**src/rtl/qam16_bit_source_packer.sv**
```systemverilog
// Paced serial bit source plus 4-bit MSB-first serial-to-parallel packer for the 16-QAM mapper.
// Define QAM_PRBS_EN to use a PRBS-7 source; otherwise a 4-bit counter pattern is serialized.
module qam16_bit_source_packer #(
    parameter int         BIT_PERIOD = 8,
    parameter logic [6:0] SEED       = 7'h7F
) (
    input  logic       clk,
    input  logic       rst,
    input  logic       start,
    output logic       serial_in,
    output logic       data_flag,
    output logic [3:0] parallel_data,
    output logic       sym_valid
);

    localparam logic [7:0] CNT_LAST = 8'(BIT_PERIOD - 1);

    logic [7:0] cnt;
    logic [1:0] idx;
    logic [2:0] sr;
    logic       src_bit;

`ifdef QAM_PRBS_EN
    // An all-zero LFSR would lock up, so a zero seed falls back to all ones.
    localparam logic [6:0] SEED_EFF = (SEED == 7'd0) ? 7'h7F : SEED;
    logic [6:0] lfsr;
    assign src_bit = lfsr[6];
`else
    logic [3:0] pat;
    logic [1:0] pos;
    assign src_bit = pat[2'd3 - pos];
`endif

    always_ff @(posedge clk) begin
        if (rst) begin
            cnt       <= '0;
            serial_in <= 1'b0;
            data_flag <= 1'b0;
`ifdef QAM_PRBS_EN
            lfsr      <= SEED_EFF;
`else
            pat       <= '0;
            pos       <= '0;
`endif
        end else if (start) begin
            if (cnt == 8'd0) begin
                serial_in <= src_bit;
                data_flag <= 1'b1;
`ifdef QAM_PRBS_EN
                lfsr      <= {lfsr[5:0], lfsr[6] ^ lfsr[5]};
`else
                pos       <= pos + 2'd1;
                if (pos == 2'd3)
                    pat <= pat + 4'd1;
`endif
            end else begin
                data_flag <= 1'b0;
            end
            cnt <= (cnt == CNT_LAST) ? 8'd0 : cnt + 8'd1;
        end else begin
            data_flag <= 1'b0;
        end
    end

    // Packer consumes the registered bit one clock after its strobe.
    always_ff @(posedge clk) begin
        if (rst) begin
            idx           <= '0;
            sr            <= '0;
            parallel_data <= '0;
            sym_valid     <= 1'b0;
        end else if (start && data_flag) begin
            sr  <= {sr[1:0], serial_in};
            idx <= idx + 2'd1;
            if (idx == 2'd3) begin
                parallel_data <= {sr, serial_in};
                sym_valid     <= 1'b1;
            end else begin
                sym_valid <= 1'b0;
            end
        end else begin
            sym_valid <= 1'b0;
        end
    end

endmodule

```
**config.mk**
```make
export PLATFORM = sky130hd
export DESIGN_NAME = qam16_bit_source_packer
export DESIGN_NICKNAME = d
export VERILOG_FILES = /design/src/rtl/qam16_bit_source_packer.sv
export SDC_FILE = /design/constraint.sdc
export NUM_CORES = 1
export LEC_CHECK = 0
export CAP_MARGIN = 20
export CORE_MARGIN = 2
export CORE_UTILIZATION = 35
export CTS_CLUSTER_DIAMETER = 120
export DETAILED_ROUTE_END_ITERATION = 12
export PLACE_DENSITY = 0.55
export RECOVER_POWER = 100
export SLEW_MARGIN = 5
export SYNTH_ARGS = -nofsm -noshare
export SYNTH_HDL_FRONTEND = slang
export SYNTH_SLANG_ARGS = --single-unit
```
**constraint.sdc**
```tcl
create_clock -name clk -period 2.3 [get_ports clk]
set_input_delay 0.46 -clock clk [delete_from_list [all_inputs] [get_ports clk]]
set_output_delay 0.46 -clock clk [all_outputs]
set_load 0.05 [all_outputs]
```
==> results of run 1 <==
## power groups by stage
stage / clock network (W) / registers (W) / logic (W)
2_1_floorplan: 0 / 0.000480 / 0.0000343
3_3_place_gp: 0 / 0.000479 / 0.0000558
3_5_place_dp: 0 / 0.000479 / 0.0000573
4_1_cts: 0.000205 / 0.000469 / 0.0000574
5_1_grt: 0.000217 / 0.000471 / 0.0000616
6_report: 0.000192 / 0.000469 / 0.0000551
## layout make-up
cell class              count  area (um^2)
clock buffers               3         22.5
well taps                  44         55.1
multi-input cells          89          572
fillers                   317         1780
flip-flops and latches     26          520
inverters                   5         18.8
repair buffers             12          109
## routing by layer
metal	share of wire, %	routed length, um
met1	50	1080
met2	46	991
met3	2.6	55
met4	1.1	24
met5	0	0
## final timing paths
path	start	slack [ps]	cells after the start	end
hold / removal	idx[1]	470	2	idx[1]
setup / recovery	data_flag	140	1	data_flag
hold reg to reg	idx[1]	470	2	idx[1]
setup reg to reg	cnt[6]	350	3	pat[3]
## cell usage after synthesis
| cell type | count | area share, % |
|---|---|---|
| nand2b_1 | 2 | 1.1 |
| o311ai_1 | 1 | 0.77 |
| o311ai_0 | 2 | 1.5 |
| o2bb2ai_1 | 1 | 0.77 |
| a21oi_1 | 13 | 5.7 |
| nand4_1 | 4 | 2.2 |
| buf_1 | 1 | 0.33 |
| nand4bb_1 | 1 | 0.99 |
| inv_1 | 5 | 1.6 |
| nor2_1 | 11 | 3.6 |
| buf_2 | 1 | 0.44 |
| nor2b_1 | 1 | 0.55 |
| dfxtp_1 | 26 | 46 |
| mux2i_1 | 4 | 3.5 |
| nand3_1 | 8 | 3.5 |
| or3_1 | 4 | 2.2 |
| ha_1 | 4 | 4.4 |
| mux4_2 | 1 | 2.0 |
| or4_1 | 4 | 2.6 |
| clkbuf_1 | 3 | 0.99 |
| o41ai_1 | 1 | 0.77 |
| o21ai_0 | 4 | 1.8 |
| or4_4 | 1 | 0.99 |
| o31ai_1 | 4 | 2.6 |
| nor3_1 | 1 | 0.44 |
| nand2_1 | 10 | 3.3 |
| or2_2 | 1 | 0.55 |
| mux2_1 | 1 | 0.99 |
| nor4_2 | 1 | 1.1 |
| xor2_1 | 4 | 3.1 |
## sequential cells by signal (all words and copies together), names as in the netlist
register,flops
cnt,8
data_flag,1
idx,2
parallel_data,4
pat,4
pos,2
serial_in,1
sr,3
sym_valid,1
## layout by cell type, fill, tap and decap left out
cell / n
dfxtp_1: 26
a21oi_1: 13
nor2_1: 11
nand2_1: 10
nand3_1: 8
dlygate4sd3_1: 8
inv_1: 5
or4_1: 5
nand4_1: 4
o21ai_0: 4
or3_1: 4
o31ai_1: 4
mux2i_1: 4
xor2_1: 4
ha_1: 4
o311ai_0: 3
clkbuf_4: 3
nand2b_1: 2
buf_4: 2
nand4bb_1: 1
mux4_2: 1
nor3_1: 1
o2bb2ai_1: 1
nor2b_1: 1
nor4_1: 1
mux2_1: 1
or2_2: 1
o41ai_1: 1
clkdlybuf4s50_1: 1
clkbuf_1: 1
## metrics by stage
step	total power (W)	hold slack [ps]	instances	utilization (%)	setup WS [ps]
final	0.000716	469	179	42.2	140
after global routing	0.000750	484	179	42.2	86.9
after CTS	0.000731	473	179	42.6	183
after detailed placement	0.000536	455	176	41.9	302
after global placement	0.000534	444	176	41.9	333
after floorplan	0.000515	436	125	-	598
## kinds of logic after synthesis
group           after synthesis  synth area share, %
compound gates               26                 13.9
xor+xnor                      4                 3.07
fa+ha+maj                     4                 4.39
buf+inv                      10                 3.40
flops                        26                 45.6
mux                           6                 6.47
simple gates                 49                 23.1
==> metrics.yaml, run 1 <==
htreeDepth: 1
initial_core_util_pct: 37.1
grt-ovfl-total: 0
yosysSeqAreaShare_pct: 45.6
syn_inst: 125
fmax_mhz: 463
placed_area_um2: 1290
drc: 0
setup_violations: 0
routed_via_density: 5.15
fin_crit_sh_pct: 93.9
clock_path_buffers: 2
pwr-share-comb_pct: 7.7
ant_nets: 0
p_leak_nw: 0.496
netSwitchingFraction_pct: 24.5
hold_viol_final: 0
cts-root-buf: "clkbuf_4"
clock-sinks: 26
synth_fp_nets: 132
grt_max_degree: 16
use_met3_pct: 2.52
avgSynthCellArea_um2: 9.13
netlist_area_um2: 1140
ir_worst_vdd_v: 0.000139
first_iter_violations: 27
relSlewSlack_pct: 64.3
track_usage_pct: 13.2
clk_pin_slew_worst_paths_ps: 130
fin_setup_tns_ps: 0
worst-setup-path-type: "reg2out"
end_kind: "primary output"
drive_gt1_share_pct: 5.19
core_area_um2: 3080
die_w_um: 61.1
antenna_found_initial: 0
dieArea_um2: 3730
nets: 144
port_buffers: 9
critPathLaunchType: "register"
grt_pass1_vias: 847
fin_crit_ps: 2160
antenna_cells: 0
outcome: "finished, final reports clean"
cts_resized: 0
crit_slowest_cell: "dlygate4sd3_1"
pwr-share-seq_pct: 65.5
post_cts_buffers: 0
grt.met2_usage_pct: 20.5
met1_usage_pct: 17.3
p_clk_share_pct: 26.8
worst_pin_slew_ps: 536
wl_per_cell_um: 12.0
drt_wl_total_mm: 2.16
die_h_um: 61.1
vias: 922
clkLatencyLatePin_ps: 310
crit_required_ps: 1840
arrival_ps: 1700
grt_first_pass_wirelength_mm: 3.67
ys_types: 30
drv_slew: 0
synth_warnings: 0
drt_first_pass_iters: 3
place.gp.congestion: 0.708
dpl.hpwl_mm: 1.52
ys_ff_latch: 26
postCtsHoldBufs: 0
rows: 20
cts_buffers: 3
p_sw_w: 0.000176
syn_to_final_growth_pct: 13.7
p_int_w: 0.000541
critical_path.cell_chain: "dlygate4sd3_1"
p_per_area_nw_per_um2: 552
cts_tree: "built"
max_cap_violations: 0
design_area_um2: 1300
rsz0062_at_grt: "false"
hold_class: "reg2reg"
crit_buf_inv: 1
path_delay_family: "buffers and inverters"
skew_ps: 1.76
top_level_ports: 10
grt.busiest_layer: "met2"
worstPathMaxFanout: 7
cp_slowest_stage_delay_ps: 910
(Power assumes the default switching activity.)
==> run 2: changes to the inputs <==
CTS_CLUSTER_SIZE = 14   (was unset)
MAX_ROUTING_LAYER = met4   (was unset)
clock period = 2.1 ns   (was 2.3 ns; I/O delays follow)
==> run 2 against run 1 <==
Compared with the run above:
- wire length down 1.2%
- critical path depth unchanged
- first-iteration DRC count decreased by 15%
- sequential share of layout area is 1.2 points lower
- hold slack got worse by 3.8 ps
- design area rose by 3.2%
- utilization increased by 1.3 points
- clock power is 77% higher
- flip-flop and latch count is the same
- clock skew grew 5.3 ps
- die area unchanged
- critical path type unchanged
- critical endpoint is now serial_in
- largest power group unchanged
- highest routed layer unchanged
==> metrics.yaml, run 2 (synthesis results as in run 1) <==
pwr-share-comb_pct: 6.9  # -0.8 points
final_cell_mix: "dfxtp_1 (26), a21oi_1 (13), nor2_1 (11)"
port_buffers: 9  # unchanged
dpl_worst_slack_ps: 117  # -185 ps
layout_setup_ws_ps: 114  # -26.3 ps
worst-setup-path-type: "reg2out"
netSwitchingFraction_pct: 21.4  # -3.2 points
drv_slew: 0  # unchanged
p_per_area_nw_per_um2: 684  # +24%
clk_pin_slew_worst_paths_ps: 140  # about the same
rows: 20  # unchanged
critPathLaunchType: "register"
post_cts_buffers: 0  # unchanged
vias: 944  # +2.4%
multi_input_area_um2: 572  # unchanged
dieArea_um2: 3730  # unchanged
largest_reg_flops: 8  # unchanged
rsz0062_at_grt: "false"
crit_slowest_cell: "clkdlybuf4s50_1"
grt_first_pass_wirelength_mm: 3.71  # +0.95%
reg_top3: "cnt: 8 flops, parallel_data: 4 flops, pat: 4 flops"
routed_via_density: 5.19  # +0.70%
top_level_ports: 10  # unchanged
nets: 146  # +1.4%
antenna_cells: 0  # unchanged
outcome: "finished, final reports clean"
crit_required_ps: 1680  # -160 ps
cts_buffers: 3  # unchanged
max_cap_violations: 0  # unchanged
syn_to_final_growth_pct: 17.3
antenna_found_initial: 0  # unchanged
path_delay_family: "buffers and inverters"
cts-root-buf: "clkbuf_4"
first_iter_violations: 23  # -15%
cts_tree: "built"
regMostFlops: "cnt"
drt_wl_total_mm: 2.13  # -1.2%
fin_crit_ps: 1990
hold_viol_final: 0  # unchanged
p_int_w: 0.000720  # +33%
die_w_um: 61.1  # unchanged
fmax_mhz: 504
total_power_w: 0.000915  # +28%
place.gp.congestion: 0.722  # +2.0%
clock_path_buffers: 2  # unchanged
hold_class: "reg2reg"
fillCellCount: 321  # +1.3%
r2r_slack_ps: 140  # -210 ps
drt_first_pass_iters: 4  # +1
drive_gt1_share_pct: 6.52  # +1.3 points
ant_nets: 0  # unchanged
htreeDepth: 1  # unchanged
clock-sinks: 26  # unchanged
ir_worst_vdd_v: 0.000277  # +99%
cp_slowest_stage_delay_ps: 830  # -80 ps
fin_crit_sh_pct: 94.6
wl_per_cell_um: 11.7  # -2.8%
track_usage_pct: 13.7  # +0.45 points
reg2reg_from: "cnt[6]"
cts_resized: 0  # unchanged
pwr-share-seq_pct: 55.9  # -9.6 points
postCtsHoldBufs: 0  # unchanged
die_h_um: 61.1  # unchanged
relSlewSlack_pct: 58.7  # -5.6 points
initial_core_util_pct: 37.1  # unchanged
setup_violations: 0  # unchanged
p_sw_w: 0.000195  # +11%
clkLatencyLatePin_ps: 320  # about the same
dpl.hpwl_mm: 1.54  # +1.3%
drc: 0  # unchanged
worst_pin_slew_ps: 620  # +83.8 ps
worstPathMaxFanout: 4  # -3
critPathLaunch: "serial_in"
grt-ovfl-total: 0  # unchanged
layout_commonest_cell: "dfxtp_1"
core_area_um2: 3080  # unchanged
p_leak_nw: 0.513  # +3.4%
regArea_um2: 520  # unchanged
grt_pass1_vias: 884  # +4.4%
skew_ps: 7.01  # +5.26 ps
p_clk_share_pct: 37.1  # +10 points
arrival_ps: 1570  # -130 ps
hp-start: "sr[2]"
grt_max_degree: 16  # unchanged
crit_buf_inv: 1  # unchanged
critical_path.cell_chain: "clkdlybuf4s50_1"
end_kind: "primary output"
fin_setup_tns_ps: 0  # unchanged
## run 2: final timing paths
| path | to | depth (start not counted) |
|---|---|---|
| setup / recovery | serial_in | 1 |
| hold / removal | sr[2] | 2 |
| setup reg to reg | pat[3] | 3 |
| hold reg to reg | sr[2] | 2 |
## run 2: routing by layer
| layer | routed length [um] | global-route usage [%] | up-vias |
|---|---|---|---|
| met4 | 14 | 3.42 | 0 |
| met1 | 1010 | 15.9 | 445 |
| met5 | 0 | - | - |
| met3 | 91 | 5.04 | 2 |
| li1 | - | - | 482 |
| met2 | 1010 | 22.3 | 15 |
## run 2: cell type report
class / count / share of cell area, %
multi-input combinational: 89 / 42.7
sequential: 26 / 38.9
timing repair buffer: 14 / 8.97
tap: 44 / 4.11
clock inverter: 1 / 2.24
clock buffer: 3 / 1.68
inverter: 5 / 1.40
## run 2: metrics by stage
stage | hold slack [ps] | util, % | instances | area, um^2
final | 465 | 43.5 | 182 | 1340
after global routing | 504 | 43.5 | 182 | 1340
after CTS | 472 | 44.1 | 182 | 1360
after detailed placement | 453 | 42.4 | 178 | 1300
after global placement | 444 | 42.4 | 178 | 1300
after floorplan | 436 | - | 125 | 1140
## run 2: power by group through the flow
stage / clock network [W] / logic, W / registers [W]
final: 0.000340 / 0.0000635 / 0.000512
after global routing: 0.000372 / 0.0000724 / 0.000514
after CTS: 0.000356 / 0.0000674 / 0.000512
after detailed placement: 0 / 0.0000670 / 0.000523
after global placement: 0 / 0.0000668 / 0.000522
after floorplan: 0 / 0.0000376 / 0.000526
==> variant, RTL diff (flow settings as in run 1) <==
The option `QAM_PRBS_EN` is turned on by a define.
--- a/src/rtl/qam16_bit_source_packer.sv
+++ b/src/rtl/qam16_bit_source_packer.sv
@@ -1,5 +1,7 @@
 // Paced serial bit source plus 4-bit MSB-first serial-to-parallel packer for the 16-QAM mapper.
 // Define QAM_PRBS_EN to use a PRBS-7 source; otherwise a 4-bit counter pattern is serialized.
+`define QAM_PRBS_EN
+
 module qam16_bit_source_packer #(
     parameter int         BIT_PERIOD = 8,
     parameter logic [6:0] SEED       = 7'h7F
Formal check against the unedited RTL: not equivalent (a bounded check fails within 4 cycles, from zero or initial values and one cycle with rst high).
==> variant against run 1 <==
- maximum frequency up 0.87%
- utilization down 0.47 points
- sequential cell count up 1
- non-clock buffer count up 1
- total power up 7.8%
- critical path type unchanged
- largest cell class is now sequential cells
- sequential share of layout area up 2.4 points
- cell area down 1.9%
- cell count down 3.4%
- largest power group unchanged
- routed wire length down 13%
- clock skew about the same
- worst setup slack better by 19 ps
- area after synthesis down 1.9%
==> variant: results (changes against run 1) <==
initial antenna violation count: 0 (unchanged)
hold crit path type: flip-flop to flip-flop
vias in the first global route: 803 (-5.2%)
DP HPWL: 1420 µm (-6.5%)
largest stage delay on the critical path: 910 ps (about the same)
port bufs: 9 (unchanged)
Leak: 0.546 nW (+10%)
sequential area share after synthesis: 48.3% (+2.7 points)
Synth area leaders: dfxtp_1, mux2i_1, nor2_1
r2r setup slk: 670 ps (+320 ps)
Tot GR Track Use: 12.0% (-1.2 points)
Clock Latency Late Sink: 310 ps (about the same)
M1 wire length: 892 µm (-18%)
Post-synth EDFFs: 0 (unchanged)
CP Data Arrival Time: 1680 ps (-20 ps)
CTS clk-pin slew, worst paths: 130 ps (about the same)
net count after synthesis: 124 (-6.1%)
nets: 136 (-5.6%)
Top Layer Used: met4
synth cell count leaders: dfxtp_1, nor2_1, mux2i_1
worst-path maximum fanout: 7 (unchanged)
status: finished, final reports clean
Synth async-reset ratio: 0% (unchanged)
root buf cell: clkbuf_4
Avg WL per Cell: 10.9 µm (-9.7%)
First-pass DRT Iterations: 4 (+1)
placed inst area: 1270 µm² (-1.6%)
CP top delay family: buffers and inverters
buffer depth of the longest clock path: 2 (unchanged)
Yosys warnings: 0 (unchanged)
H-Tree Depth: 1 (unchanged)
worst clock skew: 2.19 ps (+0.435 ps)
Tightest Pin Transition: 554 ps (+17.8 ps)
CTS buffer count: 3 (unchanged)
top flop regs: cnt: 8 flops, lfsr: 7 flops, parallel_data: 4 flops
Peak VDD IR: 0.196 mV (+41%)
largest net degree at the start of global routing: 15 (-1)
Ant. Diodes: 0 (unchanged)
share of cells above drive strength 1: 7.75% (+2.6 points)
Routability Congestion: 0.762 (+7.6%)
Worst path slowest cell: dlygate4sd3_1
Distinct cells, synth: 23 (-23%)
Via density: 4.69 (-9.0%)
Iteration-0 DRC Markers: 29 (+7.4%)
cts hold-fix bufs: 0 (unchanged)
Post-CTS Setup Inserts: 0 (unchanged)
first-pass GRT wire length: 3290 µm (-10%)
# resized after CTS: 0 (unchanged)
met3 WL: 43 µm (-22%)
Met2 Wirelength: 925 µm (-6.7%)
[variant: cell count changes after synthesis, moves of 2 or more]
cell,change
a21oi_1,-6
inv_1,-3
buf_2,+2
mux2i_1,+9
o311ai_0,-2
o31ai_1,-4
or4_1,-4
nor2_1,+11
nand2_1,-3
[variant: cell families after synthesis]
family	Yosys count	share of synthesized area, %
flops	27	48.3
xor+xnor	6	4.69
mux	13	11.6
fa+ha+maj	3	3.35
compound gates	11	5.25
buf+inv	8	3.02
simple gates	50	23.8
[variant: area by class of cell]
class	count	area (µm²)
Fill cell	328	1780
Sequential cell	27	541
Multi-Input combinational cell	83	531
Timing Repair Buffer	13	113
Tap cell	44	55.1
Clock buffer	4	26.3
Inverter	2	7.51
[variant: metrics by stage]
step / util (%) / instances / hold slack, ps / setup WS [ps]
finish: 41.7 / 173 / 474 / 159
global route: 41.7 / 173 / 504 / 66.5
CTS: 42.4 / 173 / 476 / 195
detailed placement: 41.6 / 169 / 457 / 403
global placement: 41.6 / 169 / 447 / 436
floorplan: - / 118 / 436 / 893
[variant: final timing paths]
path	startpoint	to	cells after the start
worst min register to register	sr[2]	sr[2]	2
worst max-delay path	data_flag	data_flag	1
worst max register to register	cnt[0]	lfsr[1]	5
worst min-delay path	sr[2]	sr[2]	2
[variant: per-layer routing]
layer	vias up	track usage, %
met5	-	0
met3	2	2.56
met1	378	13.7
li1	422	-
met2	9	21.7
met4	0	4.66
[variant: power by group]
group | switching, W | leakage (nW) | internal, W
clock network | 0.000129 | 0.0150 | 0.0000678
registers | 0.0000120 | 0.219 | 0.000481
logic | 0.0000483 | 0.312 | 0.0000340
total | 0.000189 | 0.546 | 0.000583
[variant: tightest hold or removal path: cells and delay by family (launching register included)]
family           cells  cell delay [ps]
flip-flops           1              340
AO/OA/AOI/OAI        1               50
AND/OR/NAND/NOR      1               50
